File: src/rtl/seq_divider_pkg.sv
// seq_divider_pkg
// Shared types and sizing helpers for the sequential signed divider.
//   divider_state_t : FSM states IDLE -> DIVIDE -> FIXUP -> DONE -> IDLE
//   step_count()    : number of restoring-division steps (one per quotient bit)
//   cnt_width()     : width of the step counter, wide enough to hold step_count()
package seq_divider_pkg;

  localparam int DEFAULT_WIDTH = 10;

  typedef enum logic [1:0] {
    IDLE   = 2'd0,
    DIVIDE = 2'd1,
    FIXUP  = 2'd2,
    DONE   = 2'd3
  } divider_state_t;

  // One step per bit of the (2*WIDTH+2)-bit dividend.
  function automatic int unsigned step_count(input int unsigned width);
    return 2 * width + 2;
  endfunction

  // Counter must represent the full step count itself, hence the +3.
  function automatic int unsigned cnt_width(input int unsigned width);
    return $clog2(2 * width + 3);
  endfunction

endpackage

File: src/rtl/divider_step.sv
// divider_step
// One combinational iteration of unsigned restoring division.
//   rem_in   : current partial remainder (WIDTH+2 bits)
//   next_bit : next dividend bit shifted into the remainder
//   div_mag  : divisor magnitude (WIDTH+1 bits)
//   rem_out  : partial remainder after the conditional subtract
//   q_bit    : quotient bit produced by this step
module divider_step
  import seq_divider_pkg::*;
#(
  parameter int WIDTH = DEFAULT_WIDTH
) (
  input  logic [WIDTH+1:0] rem_in,
  input  logic             next_bit,
  input  logic [WIDTH:0]   div_mag,
  output logic [WIDTH+1:0] rem_out,
  output logic             q_bit
);

  logic [WIDTH+1:0] shifted;
  logic [WIDTH+1:0] diff;

  // The shifted value is conceptually WIDTH+3 bits wide; its top bit is
  // rem_in's MSB. When that bit is set the value certainly exceeds the
  // divisor, so it forces a subtract and the modulo-2^(WIDTH+2) difference
  // is still the right answer. With a nonzero divisor it is always clear.
  always_comb begin
    shifted = {rem_in[WIDTH:0], next_bit};
    diff    = shifted - {1'b0, div_mag};
    q_bit   = rem_in[WIDTH+1] | (shifted >= {1'b0, div_mag});
    rem_out = q_bit ? diff : shifted;
  end

endmodule

File: src/rtl/seq_divider.sv
// seq_divider
// Multi-cycle signed divider using restoring division, one quotient bit per
// cycle, with a start/valid handshake and fixed latency of 2*WIDTH+4 cycles.
//   clock     : rising-edge clock
//   reset_n   : asynchronous active-low reset
//   dividend  : signed (2*WIDTH+2)-bit dividend, sampled when accepted
//   divisor   : signed (WIDTH+1)-bit divisor, sampled when accepted
//   start     : request, honoured only in IDLE
//   busy      : high in every state except IDLE
//   quotient  : signed quotient, truncated toward zero (-1 on divide by zero)
//   remainder : signed remainder, sign of the dividend (0 on divide by zero)
//   div_zero  : result was produced with a zero divisor
//   valid     : one-cycle pulse, results stable while high
module seq_divider
  import seq_divider_pkg::*;
#(
  parameter int WIDTH = DEFAULT_WIDTH
) (
  input  logic                   clock,
  input  logic                   reset_n,
  input  logic signed [2*WIDTH+1:0] dividend,
  input  logic signed [WIDTH:0]  divisor,
  input  logic                   start,
  output logic                   busy,
  output logic signed [2*WIDTH+1:0] quotient,
  output logic signed [WIDTH:0]  remainder,
  output logic                   div_zero,
  output logic                   valid
);

  localparam int DW = 2 * WIDTH + 2;
  localparam int VW = WIDTH + 1;
  localparam int RW = WIDTH + 2;
  localparam int CW = int'(cnt_width(WIDTH));
  localparam logic [CW-1:0] STEPS = CW'(step_count(WIDTH));

  divider_state_t state_q, state_d;
  logic [CW-1:0]  cnt_q, cnt_d;
  logic [DW-1:0]  dvd_q, dvd_d;
  logic [RW-1:0]  rem_q, rem_d;
  logic [VW-1:0]  dvs_q, dvs_d;
  logic           q_neg_q, q_neg_d;
  logic           r_neg_q, r_neg_d;
  logic           dz_q, dz_d;
  logic [DW-1:0]  quotient_q, quotient_d;
  logic [VW-1:0]  remainder_q, remainder_d;
  logic           div_zero_q, div_zero_d;
  logic           valid_q, valid_d;

  logic [DW-1:0]  dvd_bits;
  logic [VW-1:0]  dvs_bits;
  logic [DW-1:0]  dvd_abs;
  logic [VW-1:0]  dvs_abs;
  logic [RW-1:0]  step_rem;
  logic           step_q;

  // Magnitudes are taken at the operand width; the most-negative value
  // negates to itself, which read as unsigned is exactly 2^(n-1).
  always_comb begin
    dvd_bits = dividend;
    dvs_bits = divisor;
    dvd_abs  = dvd_bits[DW-1] ? -dvd_bits : dvd_bits;
    dvs_abs  = dvs_bits[VW-1] ? -dvs_bits : dvs_bits;
  end

  divider_step #(
    .WIDTH (WIDTH)
  ) u_step (
    .rem_in   (rem_q),
    .next_bit (dvd_q[DW-1]),
    .div_mag  (dvs_q),
    .rem_out  (step_rem),
    .q_bit    (step_q)
  );

  // dvd_q doubles as the quotient register: dividend bits leave at the top
  // while quotient bits enter at the bottom, so after all steps it holds
  // the quotient magnitude.
  always_comb begin
    state_d     = state_q;
    cnt_d       = cnt_q;
    dvd_d       = dvd_q;
    rem_d       = rem_q;
    dvs_d       = dvs_q;
    q_neg_d     = q_neg_q;
    r_neg_d     = r_neg_q;
    dz_d        = dz_q;
    quotient_d  = quotient_q;
    remainder_d = remainder_q;
    div_zero_d  = div_zero_q;
    valid_d     = 1'b0;

    unique case (state_q)
      IDLE: begin
        if (start) begin
          dvd_d   = dvd_abs;
          dvs_d   = dvs_abs;
          r_neg_d = dvd_bits[DW-1];
          q_neg_d = dvd_bits[DW-1] ^ dvs_bits[VW-1];
          dz_d    = (dvs_bits == '0);
          rem_d   = '0;
          cnt_d   = STEPS;
          state_d = DIVIDE;
        end
      end
      DIVIDE: begin
        rem_d = step_rem;
        dvd_d = {dvd_q[DW-2:0], step_q};
        cnt_d = cnt_q - CW'(1);
        if (cnt_q == CW'(1)) begin
          state_d = FIXUP;
        end
      end
      FIXUP: begin
        // Remainder magnitude is below the divisor magnitude, so its top
        // partial-remainder bit is never needed here.
        if (dz_q) begin
          quotient_d  = '1;
          remainder_d = '0;
        end else begin
          quotient_d  = q_neg_q ? -dvd_q : dvd_q;
          remainder_d = r_neg_q ? -rem_q[VW-1:0] : rem_q[VW-1:0];
        end
        div_zero_d = dz_q;
        valid_d    = 1'b1;
        state_d    = DONE;
      end
      DONE: begin
        state_d = IDLE;
      end
      default: begin
        state_d = IDLE;
      end
    endcase
  end

  always_ff @(posedge clock or negedge reset_n) begin
    if (!reset_n) begin
      state_q     <= IDLE;
      cnt_q       <= '0;
      dvd_q       <= '0;
      rem_q       <= '0;
      dvs_q       <= '0;
      q_neg_q     <= 1'b0;
      r_neg_q     <= 1'b0;
      dz_q        <= 1'b0;
      quotient_q  <= '0;
      remainder_q <= '0;
      div_zero_q  <= 1'b0;
      valid_q     <= 1'b0;
    end else begin
      state_q     <= state_d;
      cnt_q       <= cnt_d;
      dvd_q       <= dvd_d;
      rem_q       <= rem_d;
      dvs_q       <= dvs_d;
      q_neg_q     <= q_neg_d;
      r_neg_q     <= r_neg_d;
      dz_q        <= dz_d;
      quotient_q  <= quotient_d;
      remainder_q <= remainder_d;
      div_zero_q  <= div_zero_d;
      valid_q     <= valid_d;
    end
  end

  assign busy      = (state_q != IDLE);
  assign quotient  = quotient_q;
  assign remainder = remainder_q;
  assign div_zero  = div_zero_q;
  assign valid     = valid_q;

endmodule

File: config.mk
export PLATFORM = sky130hd
export DESIGN_NAME = seq_divider
export DESIGN_NICKNAME = d
export VERILOG_FILES = /design/src/rtl/seq_divider_pkg.sv /design/src/rtl/divider_step.sv /design/src/rtl/seq_divider.sv
export SDC_FILE = /design/constraint.sdc
export NUM_CORES = 1
export LEC_CHECK = 0
export CAP_MARGIN = 15
export CORE_UTILIZATION = 60
export CTS_BUF_LIST = sky130_fd_sc_hd__clkbuf_16
export CTS_CLUSTER_SIZE = 24
export DETAILED_ROUTE_END_ITERATION = 10
export PLACE_DENSITY = 0.94
export SLEW_MARGIN = 5
export SYNTH_ARGS = -nofsm -noshare
export SYNTH_HDL_FRONTEND = slang
export SYNTH_SLANG_ARGS = --single-unit
File: constraint.sdc
create_clock -name clock -period 5.5 [get_ports clock]
set_input_delay 1.375 -clock clock [delete_from_list [all_inputs] [get_ports clock]]
set_output_delay 1.375 -clock clock [all_outputs]
set_load 0.03 [all_outputs]
After elaboration in Yosys (flattened, before gate mapping) --
Index checks and enable logic that the tools add are counted.
Storage, ports and cells: word-level logic and storage cells 51, register bits after elaboration 90, input port bits 36
Cells by class: add/sub/neg operators 6, reductions and logical operators 7, magnitude comparators 1, eq/ne operators 6, multiplexer cells 17, bitwise gates (word level) 2
Operator list (number):
- $mux 22 | 4
- $neg 22->22 | 2
- $pmux 22 s2 | 1
- $mux 11 | 3
- $mux 12 | 2
- $pmux 12 s2 | 1
- $neg 11->11 | 2
- $ge 12x11->1 | 1
- $sub 12x11->12 | 1
- $logic_not 11->1 | 1
- $pmux 5 s2 | 1
- $pmux 2 s4 | 1
- $reduce_and 2->1 | 3
- $eq 5x1->1 const B | 1
- $mux 5 | 1
- $sub 5x1->5 const B | 1
- $eq 2x2->1 const B | 2
- $mux 2 | 2
- $ne 2x2->1 const B | 2
- $reduce_bool 2->1 | 2
- $eq 2x1->1 const B | 1
- $logic_not 2->1 | 1
- $mux 1 | 1
- $or 1x1->1 | 1
- $xor 1x1->1 | 1

Depth between registers and ports, before layout --
word-level depth 4, gate-level depth with buffers 10, depth with buffers taken out 9

Cells and area by module --
A second synthesis with hierarchy kept.
Unflattened totals: cells, all modules 611, area, all modules 5539.1 um^2
Modules (own cells, without submodules):
- seq_divider | instances 1, cells each 499, area an instance 4797.1 um^2, sequential area each 2252.2 um^2
- divider_step | instances 1, cells each 112, area an instance 742.0 um^2, sequential area each 0.0 um^2

Worst setup path after synthesis --
No wires, ideal clock.
kind input-to-reg, start in dividend[10], end reg dvd_q[20], arrival 2.856 ns, stages 6, buffers on the path 0, setup time 0.135 ns, required time 5.365 ns, slack 2.509 ns, cells stage by stage or4_1 > nor4_2 > nand3_1 > o31ai_1 > xor2_1 > o22ai_1
Between the ends: longest elaborated chain between the ends 4
Ends and longest elaborated chain:
- from (decl) | line seq_divider.sv:21 | input logic signed [2*WIDTH+1:0] dividend,
- $neg 22->22 | line seq_divider.sv:62 | dvd_abs = dvd_bits[DW-1] ? -dvd_bits : dvd_bits;
- $mux 22 | line seq_divider.sv:62
- $mux 22 | line seq_divider.sv:95 | if (start) begin
- $pmux 22 s2 | line seq_divider.sv:93 | unique case (state_q)
- to (signal assigned) | line seq_divider.sv:154 | dvd_q <= dvd_d;
- to (decl) | line seq_divider.sv:39 | logic [DW-1:0] dvd_q, dvd_d;
No other way between the ends. The select of a mux whose other input is x is not followed. A chain may end at the register's enable or synchronous reset.

Worst setup path after layout --
start reg state_q[1], end out busy
Between the ends: longest elaborated chain between the ends 1
Ends and longest elaborated chain:
- from (decl) | line seq_divider.sv:37 | divider_state_t state_q, state_d;
- from (signal assigned) | line seq_divider.sv:152 | state_q <= state_d;
- $reduce_bool 2->1 | line seq_divider.sv:167 | assign busy = (state_q != IDLE);
- to (decl) | line seq_divider.sv:24 | output logic busy,
No other way between the ends.

==> out/metrics.cfg <==
[floorplanning]
io_pins = 72
rows = 34
die-area_um2 = 9650
die_x_um = 98.2
core_um2 = 8850
die_h_um = 98.2
initial_core_util_pct = 62.8

[synth]
yosys_register_bits = 90
synth_area_um2 = 5560
synth_top_cell_area_share_pct = 40.5
ys_types = 58
synth_top_area_cell = dfrtp_1
netlist_top_cells_area = dfrtp_1 (41%), xor2_1 (5.4%), xnor2_1 (5.0%), ha_1 (4.5%), o21ai_0 (4.4%)
ys_warn_count = 0
synth-edff-count = 0
avgSynthCellArea_um2 = 9.20
ys.flop_type = dfrtp_1
synthArstFlopShare_pct = 100
ys_seq_area_share_pct = 40.5
syn_nets = 661
syn_inst = 604

[routing]
drc_errors = 6
routed_wl_um = 14500
wl_per_cell_um = 18.7
firstDrtPassIters = 11
vias = 5046
routed_via_density = 6.54
final_antenna_net_count = 0
drt_iter0_markers = 500

[status]
failed_checks = DRC
status = complete, but fails checks

[worst_hold_path]
hold_path_startpoint = dvs_q[9]$_DFFE_PN0P_
min_path_type = flop to flop

[critical_path]
critPathLaunchType = flop
arrival_ns = 2.30
worstSetupPathType = flop to output port
startpoint = state_q[1]$_DFFE_PN0P_
crit_path_end_kind = output port
crit_fanout = 10
reg2reg_from = rem_q[7]$_DFFE_PN0P_
worstPathRequired_ns = 4.12

[clocking]
cts.repair.resized = 0
cts_setup_buffers = 0
path_clk_slew_ns = 0.07
clock_path_buffers = 2
clock-root-buffer = clkbuf_16
cts_tree = done
postCtsHoldBufs = 0
clk_latency_ns = 0.34
cts_max_level = 3
cts_sinks = 90
cts_made_buffers = 9

[global_route]
grt_pass1_wl_um = 23500
overflow = 0
grt.total_usage_pct = 30.7
grt_max_degree = 91
grt_pass1_vias = 4856
antenna_found_initial = 0

[cells_and_area]
drive_above_1_share_pct = 5.42
regArea_um2 = 2250
fillCellCount = 582
final_nets = 716
multi_input_area_um2 = 3070
antennaDiodeCount = 0
layout.cells.most_common_list = dfrtp_1 (90), clkdlybuf4s50_1 (70), nand2_1 (56)
finalNonFillerCells = 772
layout_commonest_cell = dfrtp_1
area.growth.synth_to_final_pct = 19.5

[job]
cap_violations = 0

[timing]
worstMarginPinSlew_ns = 1.02
skew_ns = 0.00782
tns_ns = 0
hold_viol = 0
fin_crit_ns = 3.67
slew_headroom_pct = 31.9
clock.fmax_ghz = 0.272
rsz0062_at_grt = no
setup_violations = 0
slew_violations = 0
fin_crit_sh_pct = 66.8

[pwr]
p_sw_w = 0.00213
power_frac_comb_pct = 56.5
switching_share_pct = 46.6
p_leak_nw = 2.80
intPower_w = 0.00243
clkPwrFrac_pct = 14.3
seqPwrFrac_pct = 29.2
powerDensity_nw_per_um2 = 687
ir_worst_vdd_mv = 0.313

[placed_design]
port_buffers = 71
dp_hpwl_um = 9870
dp_cells = 755
place_congestion = 0.947

## cells in the mapped netlist, drive strengths merged (4+ instances only)
library cell,number
a211oi,4
a21oi,33
a22oi,14
a32oi,4
buf,4
clkbuf,26
dfrtp,90
ha,20
inv,31
mux2i,10
nand2,56
nand2b,5
nand3,8
nor2,42
nor2b,7
nor3,11
nor4,4
o21ai,55
o22a,10
o22ai,8
o2bb2ai,10
o31ai,20
o41ai,10
or2,5
or3,7
or4,7
xnor2,32
xor2,34
## sequential cells by signal, indices dropped and copies added (netlist names)
signal	count
dvd_q	22
quotient	22
rem_q	12
dvs_q	11
remainder	11
cnt_q	5
state_q	2
div_zero	1
dz_q	1
q_neg_q	1
r_neg_q	1
valid	1
## logic make-up after synthesis
logic type	after synthesis	share of synthesized area (%)
compound gates	191	23.7
simple gates	162	14.0
flops	90	40.5
xor+xnor	66	10.4
buf+inv	62	4.32
fa+ha+maj	21	4.86
mux	12	2.21
## critical path, stage by stage (launching register included)
cell	delay (ns)
dfrtp_1	0.40
inv_1	0.11
ha_1	0.36
clkinv_1	0.37
clkdlybuf4s50_1	0.70
## per-stage QoR
step | instance area (um^2) | hold slack (ns) | setup slack (ns) | util [%] | power (W)
2_1_floorplan | 5560 | 0.450 | 2.51 | - | 0.00307
3_3_place_gp | 6300 | 0.466 | 1.86 | 71.2 | 0.00365
3_5_place_dp | 6300 | 0.470 | 1.69 | 71.2 | 0.00379
4_1_cts | 6610 | 0.484 | 1.92 | 74.7 | 0.00449
5_1_grt | 6640 | 0.515 | 1.78 | 75.0 | 0.00482
6_report | 6640 | 0.480 | 1.83 | 75.0 | 0.00456
## power by group through the flow
stage	Combinational, W	Sequential [W]	Clock (W)
after floorplan	0.00167	0.00140	0
after global placement	0.00236	0.00129	0
after detailed placement	0.00247	0.00131	0
after CTS	0.00254	0.00131	0.000645
after global routing	0.00278	0.00136	0.000677
final	0.00258	0.00133	0.000651
## metal layers
layer,track usage (%),vias up,share of wire [%]
met5,0,-,0
met4,12.5,0,3.3
met3,6.16,63,8.3
li1,-,2298,-
met1,39.1,2367,41
met2,51.6,318,48
## final timing paths
| kind | endpoint | slack (ns) | cells after the start |
|---|---|---|---|
| worst min-delay path | dvs_q[9]$_DFFE_PN0P_ | 0.48 | 2 |
| worst min register to register | dvs_q[9]$_DFFE_PN0P_ | 0.48 | 2 |
| max in group asynchronous | quotient[20]$_DFFE_PN0P_ | 3.98 | 2 |
| worst max register to register | rem_q[1]$_DFFE_PN0P_ | 2.45 | 7 |
| min in group asynchronous | rem_q[7]$_DFFE_PN0P_ | 0.89 | 1 |
| worst max-delay path | busy | 1.83 | 4 |
## final cells by class
class | count | area share, %
multi-input cells | 452 | 46.2
flip-flops and latches | 90 | 33.9
repair buffers | 74 | 11.3
clock buffers | 9 | 3.39
well taps | 108 | 2.04
inverters | 32 | 1.81
clock inverters | 7 | 1.28
Power figures use the tool's default switching activity.
